## config.mk

```make
export PLATFORM = sky130hd
export DESIGN_NAME = reg_file
export DESIGN_NICKNAME = d
export VERILOG_FILES = /design/src/rtl/riscv_pkg.sv /design/src/rtl/reg_file.sv
export SDC_FILE = /design/constraint.sdc
export NUM_CORES = 2
export LEC_CHECK = 0
export CORE_UTILIZATION = 45
export DETAILED_ROUTE_END_ITERATION = 10
export GPL_TIMING_DRIVEN = 0
export SLEW_MARGIN = 40
export SYNTH_ARGS = -nofsm -noshare
export SYNTH_HDL_FRONTEND = slang
export SYNTH_SLANG_ARGS = --single-unit
```

## constraint.sdc

```tcl
create_clock -name clk -period 1.9 [get_ports clk]
set_clock_uncertainty 0.1 [all_clocks]
set_input_delay 0.38 -clock clk [delete_from_list [all_inputs] [get_ports clk]]
set_output_delay 0.38 -clock clk [all_outputs]
set_load 0.01 [all_outputs]
```

## src/rtl/riscv_pkg.sv

```systemverilog
// rtl/riscv_pkg.sv - shared RV32I architectural constants
package riscv_pkg;

  localparam int XLEN       = 32;
  localparam int REG_ADDR_W = 5;
  localparam int NUM_REGS   = 2 ** REG_ADDR_W;

endpackage : riscv_pkg

```

## src/rtl/reg_file.sv

```systemverilog
// rtl/reg_file.sv - RV32I integer register file, two async reads, one sync write, x0 hardwired to zero
module reg_file
  import riscv_pkg::*;
#(
  parameter int DATA_W = XLEN,
  parameter int ADDR_W = REG_ADDR_W
) (
  input  logic              clk,
  input  logic              areset,
  input  logic              WE3,
  input  logic [ADDR_W-1:0] A1,
  input  logic [ADDR_W-1:0] A2,
  input  logic [ADDR_W-1:0] A3,
  input  logic [DATA_W-1:0] WD3,
  output logic [DATA_W-1:0] RD1,
  output logic [DATA_W-1:0] RD2
);

  localparam int DEPTH = 2 ** ADDR_W;

  // Architectural register storage; the name is probed hierarchically.
  logic [DATA_W-1:0] register [0:DEPTH-1];

  // Reset clears every entry and wins over a same-cycle write; x0 is never written.
  always_ff @(posedge clk) begin
    if (areset) begin
      for (int i = 0; i < DEPTH; i++) begin
        register[i] <= '0;
      end
    end else if (WE3 && (A3 != '0)) begin
      register[A3] <= WD3;
    end
  end

  // Reads are combinational with no bypass: a same-address write shows up only after the edge.
  assign RD1 = register[A1];
  assign RD2 = register[A2];

endmodule : reg_file

```

==> metrics.txt <==
status finished with violations; violations in the final reports negative setup slack; part of the total power dissipated in sequential elements 46.0%; synthesized instance count about 4600; Placeable Area between 100000 and 150000 um^2; post-route clock period utilization 144.9%; number of warnings printed during yosys synthesis 0; most instantiated cells after synthesis 1024 x edfxtp_1, 1024 x mux2i_1, 994 x and2_1, 218 x clkbuf_1, 196 x nand2_1; largest stage delay on the critical path between 400 and 500 ps; number of distinct library cells after synthesis 29; cell internal power dissipation 41.96 mW; GP Congestion 0.9405; maximum number of pins on one net before global-route repair 32; Largest regs register (1024); area share of the largest cell type after synthesis 55.01%; final-report max-slew violation count 0; overall fraction of global-route tracks in use 38.15%; Clock Tree Buf Depth 3; Switching Share approximately 28%; global-route wire length before repair 328500 um; Chip Height 354.4 um; setup repair after global routing missed its margin true; combinational share of power 16.0%; fraction of layout instances using a drive strength above 1 22.31%; Data required, critical path 1420 ps; Crit Path Class flop to output port; count of vias placed by the detailed router 43849; sequential share of the synthesized area 55.01%; synthesized cell area 55900 um^2; count of nets left with antenna violations after detail routing 0; CTS tree yes; die outline area 125600 um^2; DIE WIDTH about 350 um; quantity of I/O buffers inserted on ports 111; detail-routed via count per cell 6.421; CTS clock-pin slew for the worst setup and hold paths 60 ps; WL/cell 36.06 um; flip-flop and latch area 30750 um^2; kind of end point of the critical path output port; gr busiest metal met2; clock net sink count 1024; number of global-route vias before repair 41491; number of standard cells in the final layout excluding fillers 6829; Hold-fix buffers, CTS 0; remaining max-slew budget at the tightest pin 39.00%; flop and latch count out of synthesis 1024; Peak supply drop 0.0007375 V; Site Rows about 130; area added between synthesis and finish 24.75%; net total in the final layout 5151; area of the multi-input gates 25630 um^2; number of design-rule violations left by the first detailed-router iteration 6689; least setup slack across all paths after layout -852.3 ps; starting utilization of the core area 45.62%; HPWL reported at the end of detailed placement 155500 um; leading area contributor after synthesis edfxtp_1; arrival time at the worst endpoint 2270 ps; H-tree depth 3; first-pass iteration count of the detailed router 5; cts bufs inserted ~110; Tightest Hold Check Type input port to flop; maximum clock rate 0.3633 GHz; CP startpoint kind flop; global routing met3 resource utilization approximately a tenth; final global-route overflow total 0; number of endpoints failing setup at the final stage 161; portion of total power attributed to the clock network between 30% and 40%; total placed cells including tap cells 6373; transition time at the pin with the least slew margin 915.0 ps; power density of the placed cells 833.6 nW/um^2; met2 demand-to-capacity share in global routing a little under three fifths; Post-route DRC 0; worst path cell trace mux2i_1 -> a22o_1 -> nor3_4 -> a31oi_2 -> nand3_1 -> buf_2; mean cell area of the mapped netlist 12.14 um^2; clock root buffer clkbuf_16; Maximum Capacitance Violations 0; final wirelength 246300 um; Async SR Flop Fraction 0%; most frequently used flop master after synthesis edfxtp_1; post-route minimum period 2752 ps; worst-path cell with the longest stage delay edfxtp_1; met1 track demand over resource in global routing between 50% and 60%; static leakage power 27.59 nW; layout filler cell count 10040; antenna violations before repair 18; sum of internal, switching and leakage power 58.13 mW; Critical Path Fanout Max 2; Final Hold Viols 0; switching power total 16.17 mW; flip-flop count of the largest register, all copies and words added 1024; top post-synthesis cells by area edfxtp_1 55%, mux2i_1 18%, and2_1 11%; number of enable-type register cells in the synthesized netlist roughly 1000; Biggest register register; ports placed on the boundary 114
[worst max-delay path: cells and delay by family (launching register included)]
kind	cells	cell delay, ps
mux	1	200
simple gates	2	220
flops	1	430
compound gates	2	520
buf+inv	1	150
[metrics by stage]
step | worst slack [ps] | util [%] | hold slack [ps] | TNS [ps] | instance area (um^2)
global placement | -2862 | 48.63 | 1098 | -3170910 | 59580
finish | -852.3 | 56.91 | 159.5 | -44980 | 69730
detailed placement | -2503 | 48.71 | 1103 | -2955290 | 59670
floorplan | -37.56 | - | 478.2 | -751.3 | 56430
CTS | -782.6 | 56.21 | 302.0 | -42560 | 68870
global route | -834.6 | 56.91 | 159.7 | -44520 | 69720
[logic make-up after synthesis]
family | share of synthesized area [%]
other | 0.006709
AND/OR/NAND/NOR | 15.73
AO/OA/AOI/OAI | 7.020
flip-flops | 55.01
buffers and inverters | 3.899
multiplexers | 18.34
[path summary, 6_finish.rpt]
kind / to / start / cells past startpoint
setup / recovery: RD1[30] / register[5][30]$_SDFFCE_PN0P_ / 6
hold / removal: register[0][31]$_SDFFCE_PN0P_ / areset / 2
[power groups by stage]
stage | registers (mW) | logic [mW] | clock network [mW]
finish | 26.8 | 9.29 | 22.1
global placement | 27.1 | 7.19 | 0
floorplan | 27.0 | 4.08 | 0
CTS | 26.7 | 8.73 | 21.9
detailed placement | 27.2 | 7.26 | 0
global route | 26.9 | 9.38 | 22.8
[area by class of cell]
| type | count | area share, % |
|---|---|---|
| multi-input cells | 3197 | 36.75 |
| plain buffers | 437 | 5.414 |
| diodes | 5 | 0.01794 |
| repair buffers | 328 | 5.652 |
| clock buffers | 137 | 4.245 |
| well taps | 1625 | 2.916 |
| clock inverters | 76 | 0.9079 |
| flip-flops and latches | 1024 | 44.10 |
[placed cells by master (no fill, tap or decap), types with 120 or more instances in the layout]
| cell | count |
|---|---|
| clkbuf_16 | 123 |
| and2_1 | 992 |
| edfxtp_1 | 1024 |
| a22o_1 | 126 |
| buf_12 | 123 |
| clkbuf_1 | 120 |
| nand2_1 | 193 |
| a21oi_1 | 181 |
| mux2i_1 | 1014 |
| a22oi_1 | 135 |
| buf_4 | 153 |
[routing by layer]
metal	up-vias	wire (um)
li1	17902	-
met1	22094	94730
met2	3148	104300
met3	681	30250
met4	24	16800
met5	-	198
[what timing repair did]
item,CTS,global route
buffers inserted,174,39
gates cloned,32,2
gates resized for setup,1093,106
setup endpoints to repair,2032,894
pin swaps,234,111
No activity file was read; power rests on OpenSTA's default activity.
